## src/rtl/m_unit_ctrl_pkg.sv

```systemverilog
// Shared types and constants for the RV32M sequencer and its datapath.
// States, funct3 encodings, div/rem result select and a magnitude helper.
package m_unit_ctrl_pkg;

   localparam int DIV_ITERS = 32;

   typedef enum logic [2:0] {
      IDLE,
      MUL,
      DIV,
      FIX,
      DONE
   } m_state_t;

   localparam logic [2:0] M_MUL    = 3'b000;
   localparam logic [2:0] M_MULH   = 3'b001;
   localparam logic [2:0] M_MULHSU = 3'b010;
   localparam logic [2:0] M_MULHU  = 3'b011;
   localparam logic [2:0] M_DIV    = 3'b100;
   localparam logic [2:0] M_DIVU   = 3'b101;
   localparam logic [2:0] M_REM    = 3'b110;
   localparam logic [2:0] M_REMU   = 3'b111;

   localparam logic MUX_DIV_REM_Z = 1'b0;
   localparam logic MUX_DIV_REM_R = 1'b1;

   // 0x80000000 maps onto itself, which is its correct unsigned magnitude.
   function automatic logic [31:0] mag(input logic [31:0] x);
      return x[31] ? (32'd0 - x) : x;
   endfunction

endpackage

```

## src/rtl/m_unit_ctrl_alu.sv

```systemverilog
// Shared M-extension datapath: 33x33 multiply, restoring-divide step
// and signed fix-up of the division outcome.
module m_unit_ctrl_alu
   import m_unit_ctrl_pkg::*;
(
   input  logic signed [32:0] a_i,
   input  logic signed [32:0] b_i,
   input  logic [31:0]        r_i,
   input  logic [62:0]        d_i,
   input  logic [31:0]        z_i,
   input  logic               mux_div_rem_i,
   output logic               sub_neg_o,
   output logic [31:0]        sub_result_o,
   output logic [31:0]        div_rem_o,
   output logic [31:0]        div_rem_neg_o,
   output logic [63:0]        alu_out_o
);

   logic signed [63:0] a_x;
   logic signed [63:0] b_x;

   assign a_x = 64'(a_i);
   assign b_x = 64'(b_i);
   assign alu_out_o = a_x * b_x;

   // Upper divisor bits are zero whenever the subtraction is kept.
   assign sub_neg_o    = d_i > {31'd0, r_i};
   assign sub_result_o = r_i - d_i[31:0];

   assign div_rem_o     = (mux_div_rem_i == MUX_DIV_REM_R) ? r_i : z_i;
   assign div_rem_neg_o = 32'd0 - div_rem_o;

endmodule

```

## src/rtl/m_unit_ctrl.sv

```systemverilog
// RV32M execute sequencer: one op in over valid/ready, single-cycle
// multiply or 32-step restoring divide, registered result out.
module m_unit_ctrl
   import m_unit_ctrl_pkg::*;
(
   input  logic        clk,
   input  logic        reset,
   input  logic        flush,
   input  logic        in_valid,
   output logic        in_ready,
   input  logic [2:0]  funct3,
   input  logic [31:0] rs1,
   input  logic [31:0] rs2,
   output logic        out_valid,
   input  logic        out_ready,
   output logic [31:0] result
);

   m_state_t    state_q, state_d;
   logic [2:0]  f3_q, f3_d;
   logic [31:0] op_a_q, op_a_d;
   logic [31:0] op_b_q, op_b_d;
   logic [31:0] r_q, r_d;
   logic [62:0] d_q, d_d;
   logic [31:0] z_q, z_d;
   logic [4:0]  cnt_q, cnt_d;
   logic        neg_q_q, neg_q_d;
   logic        neg_r_q, neg_r_d;
   logic        dbz_q, dbz_d;
   logic [31:0] res_q, res_d;

   logic               accept;
   logic               sgn;
   logic signed [32:0] alu_a;
   logic signed [32:0] alu_b;
   logic               mux_div_rem;
   logic               sub_neg;
   logic [31:0]        sub_result;
   logic [31:0]        div_rem;
   logic [31:0]        div_rem_neg;
   logic [63:0]        alu_out;

   assign accept = (state_q == IDLE) && in_valid && !flush;
   assign sgn    = !funct3[0];
   assign result = res_q;

   always_ff @(posedge clk or posedge reset) begin
      if (reset) state_q <= IDLE;
      else       state_q <= state_d;
   end

   always_comb begin
      state_d = state_q;
      unique case (state_q)
         IDLE: if (accept) state_d = funct3[2] ? DIV : MUL;
         MUL:  state_d = DONE;
         DIV:  if (cnt_q == 5'd0) state_d = FIX;
         FIX:  state_d = DONE;
         DONE: if (out_ready) state_d = IDLE;
         default: state_d = IDLE;
      endcase
      if (flush) state_d = IDLE;
   end

   always_comb begin
      in_ready    = (state_q == IDLE);
      out_valid   = (state_q == DONE);
      mux_div_rem = f3_q[1] ? MUX_DIV_REM_R : MUX_DIV_REM_Z;
      alu_a       = {(f3_q != M_MULHU) & op_a_q[31], op_a_q};
      alu_b       = {((f3_q == M_MUL) | (f3_q == M_MULH)) & op_b_q[31],
                     op_b_q};
   end

   always_comb begin
      f3_d    = f3_q;
      op_a_d  = op_a_q;
      op_b_d  = op_b_q;
      r_d     = r_q;
      d_d     = d_q;
      z_d     = z_q;
      cnt_d   = cnt_q;
      neg_q_d = neg_q_q;
      neg_r_d = neg_r_q;
      dbz_d   = dbz_q;
      res_d   = res_q;
      unique case (state_q)
         IDLE: if (accept) begin
            f3_d    = funct3;
            op_a_d  = rs1;
            op_b_d  = rs2;
            r_d     = sgn ? mag(rs1) : rs1;
            d_d     = {(sgn ? mag(rs2) : rs2), 31'd0};
            z_d     = '0;
            cnt_d   = 5'(DIV_ITERS - 1);
            neg_q_d = sgn & (rs1[31] ^ rs2[31]) & (rs2 != '0);
            neg_r_d = sgn & rs1[31];
            dbz_d   = (rs2 == '0);
         end
         MUL: res_d = (f3_q == M_MUL) ? alu_out[31:0] : alu_out[63:32];
         DIV: begin
            if (!sub_neg) begin
               r_d = sub_result;
               z_d = {z_q[30:0], 1'b1};
            end else begin
               z_d = {z_q[30:0], 1'b0};
            end
            d_d   = d_q >> 1;
            cnt_d = cnt_q - 5'd1;
         end
         FIX: begin
            if (dbz_q)
               res_d = f3_q[1] ? op_a_q : 32'hFFFF_FFFF;
            else if (f3_q[1] ? neg_r_q : neg_q_q)
               res_d = div_rem_neg;
            else
               res_d = div_rem;
         end
         default: ;
      endcase
   end

   always_ff @(posedge clk or posedge reset) begin
      if (reset) begin
         f3_q    <= '0;
         op_a_q  <= '0;
         op_b_q  <= '0;
         r_q     <= '0;
         d_q     <= '0;
         z_q     <= '0;
         cnt_q   <= '0;
         neg_q_q <= 1'b0;
         neg_r_q <= 1'b0;
         dbz_q   <= 1'b0;
         res_q   <= '0;
      end else begin
         f3_q    <= f3_d;
         op_a_q  <= op_a_d;
         op_b_q  <= op_b_d;
         r_q     <= r_d;
         d_q     <= d_d;
         z_q     <= z_d;
         cnt_q   <= cnt_d;
         neg_q_q <= neg_q_d;
         neg_r_q <= neg_r_d;
         dbz_q   <= dbz_d;
         res_q   <= res_d;
      end
   end

   m_unit_ctrl_alu u_m_alu (
      .a_i           (alu_a),
      .b_i           (alu_b),
      .r_i           (r_q),
      .d_i           (d_q),
      .z_i           (z_q),
      .mux_div_rem_i (mux_div_rem),
      .sub_neg_o     (sub_neg),
      .sub_result_o  (sub_result),
      .div_rem_o     (div_rem),
      .div_rem_neg_o (div_rem_neg),
      .alu_out_o     (alu_out)
   );

endmodule

```

## config.mk

```make
export PLATFORM = sky130hd
export DESIGN_NAME = m_unit_ctrl
export DESIGN_NICKNAME = d
export VERILOG_FILES = /design/src/rtl/m_unit_ctrl_pkg.sv /design/src/rtl/m_unit_ctrl_alu.sv /design/src/rtl/m_unit_ctrl.sv
export SDC_FILE = /design/constraint.sdc
export NUM_CORES = 2
export LEC_CHECK = 0
export CAP_MARGIN = 20
export CORE_ASPECT_RATIO = 2
export CORE_MARGIN = 8
export CORE_UTILIZATION = 30
export DETAILED_ROUTE_END_ITERATION = 10
export PLACE_DENSITY = 0.43
export SYNTH_ARGS = -nofsm -noshare
export SYNTH_HDL_FRONTEND = slang
export SYNTH_SLANG_ARGS = --single-unit
```

## constraint.sdc

```tcl
create_clock -name clk -period 11.8 [get_ports clk]
set_clock_uncertainty 0.15 [all_clocks]
set_input_delay 1.77 -clock clk [delete_from_list [all_inputs] [get_ports clk]]
set_output_delay 1.77 -clock clk [all_outputs]
set_load 0.02 [all_outputs]
```

==> results.md <==
- Drt drc: 0
- Critical path data arrival time: 10.21 ns
- Delay of the slowest critical-path stage: 0.76 ns
- Gr ovfl total: 0
- Most frequent cell after synthesis: inv_1
- Pin count of the biggest net entering global routing: 173
- Post-DP HPWL: 156000 um
- Maxcap violations: 0
- Yosys top cell by area: fa_1
- Input/output buffers: 105
- Post-Route WL: 188000 um
- Routed Antenna Nets: 0
- Ys async rst share: 1.00
- HP Class: register to register
- Outcome: finished clean
- EDFF count, synth: 0
- Clock period minus worst slack: 9.89 ns
- Yosys warning count: 0
- Die H: 611 um
- Clock transition at path regs: 0.07 ns
- Sequential area share after synthesis: 0.112
- Post-CTS Resized: 0
- Fmax: 0.101 GHz
- Synth Cell Area: 53000 um2
- Final RePlAce weighted congestion: 0.874
- Cells on worst reg2reg path: 30
- Hold EP: op_a_q[9]
- Die Wd: 313 um
- Synthesis-to-layout area growth: 7.91%
- FF/Latch Area: 5950 um2
- Hold buffer count at CTS: 0
- DR iter-0 viols: 2042
- Share of cells above drive strength 1: 0.0329
- Core ar.: 176000 um2
- Largest family of logic cells by synthesized area: adder cells
- Cts bufs inserted: 23
- R2R Path Start: f3_q[1]
- First-pass GRT wire length: 286000 um
- Final hold violation count: 0
- DR vias: 40700
- Setup TNS: 0 ns
- CTS tree: done
- Synth Instances: 6112
- Adder-Cell Fraction of Synth Area: 0.491
- Overall routing resource usage: 0.197
- Seq cells post-synth: 237
- Nets: 7443
- Antenna violations before repair: 8
- DR pass1 iterations: 5
- Hold path cells: 2
- Buf/Inv on CP: 8
- Area of the multi-input gates: 40900 um2
- Worst-margin pin slew: 1.08 ns
- Reg2reg setup slack: 1.91 ns
- Mux contribution to synthesized area: 0.00689
- Die ar.: 191000 um2
- Crit end category: register
- Crit Path Category: register to register
- XOR/XNOR share of the synthesized area: 0.0304
- Hold Startpoint: op_a_q[9]
- Period utilization: 0.838
- # rows: 218
- Avg Inst Size Synth: 8.68 um2
- Top post-synthesis cells by area: fa_1 (42%), dfrtp_1 (11%), inv_1 (9.1%)
- Synth top cells by count: inv_1 (1290), nand2_1 (1163), fa_1 (1126), clkbuf_1 (350)
- FF-to-FF End: result[30]
- Syn_nets: 7590
- Skew-Pair Late Insertion Delay: 0.59 ns
- H-tree depth: 1
- Post-synth top area share: 0.425
- Clock tree buffer depth: 3
- Slew Viols, Final: 0
- Synth cell types: 84
- Complex-gate fraction of the synthesized area: 0.0828
- # setup viols final: 0
- CP required: 12.12 ns
- I/O pin count: 106
- Crit path max-delay family: adder cells
- Initial Util: 0.301
- Unrepaired setup endpoints after global routing: no
- CTS Root Cell: clkbuf_16
- Worst-path maximum fanout: 32
- Highest-delay cell along the critical path: dfrtp_2
- Post-Synth Simple-Gate Area: 0.159
- Vias in the first global route: 46000
- Top_reg_cell synth: dfrtp_1
- Fillers: 18700
- Routed length per instance: 22.7 um
- Most frequent CP cell: fa_1
- Type of origin of the critical path: register
- Worst slew margin: 0.275
- CTS sink cnt: 237
- Post-CTS Setup Bufs: 0
- Vias per Instance: 4.91
## state kept, by name, indices dropped and copies added, names as in the netlist, 3 cells and up
| signal | flops |
|---|---|
| op_b_q | 32 |
| d_q | 63 |
| z_q | 32 |
| f3_q | 3 |
| r_q | 32 |
| cnt_q | 5 |
| result | 32 |
| state_q | 3 |
| op_a_q | 32 |
## metrics by stage
| stage | instances | instance area [um2] | worst slack [ns] | util | hold slack (ns) |
|---|---|---|---|---|---|
| 3_3_place_gp | 8249 | 56300 | 1.83 | 0.320 | 0.311 |
| 5_1_grt | 8292 | 57200 | 1.15 | 0.325 | 0.357 |
| 4_1_cts | 8291 | 57200 | 1.76 | 0.325 | 0.333 |
| 6_report | 8293 | 57200 | 1.91 | 0.325 | 0.327 |
| 3_5_place_dp | 8249 | 56300 | 1.86 | 0.320 | 0.314 |
| 2_1_floorplan | 6112 | 53000 | 3.08 | - | 0.296 |
## cells by family (layout without fill, tap and decap cells)
group	Yosys count	in the layout
buffers and inverters	1662	1532
flip-flops	237	237
adder cells (fa/ha/maj)	1406	1406
XOR/XNOR	184	184
AND/OR/NAND/NOR	1879	1879
multiplexers	35	35
AO/OA/AOI/OAI	709	709
other	0	1
## final cells by class
type	instances	share of cell area
Inverter	1290	0.0847
Tap cell	2310	0.0505
Timing Repair Buffer	200	0.0314
Clock buffer	29	0.0113
Antenna cell	1	0.0000437
Multi-Input combinational cell	4213	0.714
Sequential cell	237	0.104
Clock inverter	13	0.00413
## layer usage
| metal | vias up | track usage | wire (um) |
|---|---|---|---|
| li1 | 18100 | - | - |
| met2 | 850 | 0.416 | 113000 |
| met4 | 0 | 0.0801 | 9240 |
| met1 | 21500 | 0.193 | 62000 |
| met5 | - | 0 | 0 |
| met3 | 325 | 0.00959 | 3960 |
## worst register-to-register path, delay by kind of cell, from the launching register on
| family | cells | cell delay, ns |
|---|---|---|
| adder cells (fa/ha/maj) | 9 | 4.93 |
| buffers and inverters | 8 | 1.44 |
| AO/OA/AOI/OAI | 6 | 1.30 |
| AND/OR/NAND/NOR | 7 | 1.17 |
| flip-flops | 1 | 0.76 |
## cells in the final DEF (no fill, tap or decap), types with 32 or more instances in the layout
cell             Yosys  layout
ha_1               280     280
nand2_1           1163    1162
buf_4                0      92
nand3_1             94      94
clkdlybuf4s50_1      0     105
xnor2_1            112     112
o21ai_0            192     192
o21ai_1             32      32
inv_1             1290    1289
nor3_1              43      41
fa_1              1126    1126
xor2_1              72      72
and2_1             280     280
a22oi_1             33      33
nor2_1             144     143
dfrtp_1            237     224
a21oi_1            187     187
a21o_1              40      40
## worst max path at each step
stage | start | end | depth (start not counted)
after floorplan | f3_q[1] | result[29] | 32
after global placement | f3_q[1] | result[30] | 30
after detailed placement | f3_q[1] | result[30] | 30
after CTS | f3_q[1] | result[30] | 30
after global routing | f3_q[1] | result[30] | 30
final | f3_q[1] | result[30] | 30
Power is left out: the tool's default activity adds up to more than one toggle a clock period on the data nets, which glitch-free logic cannot reach.
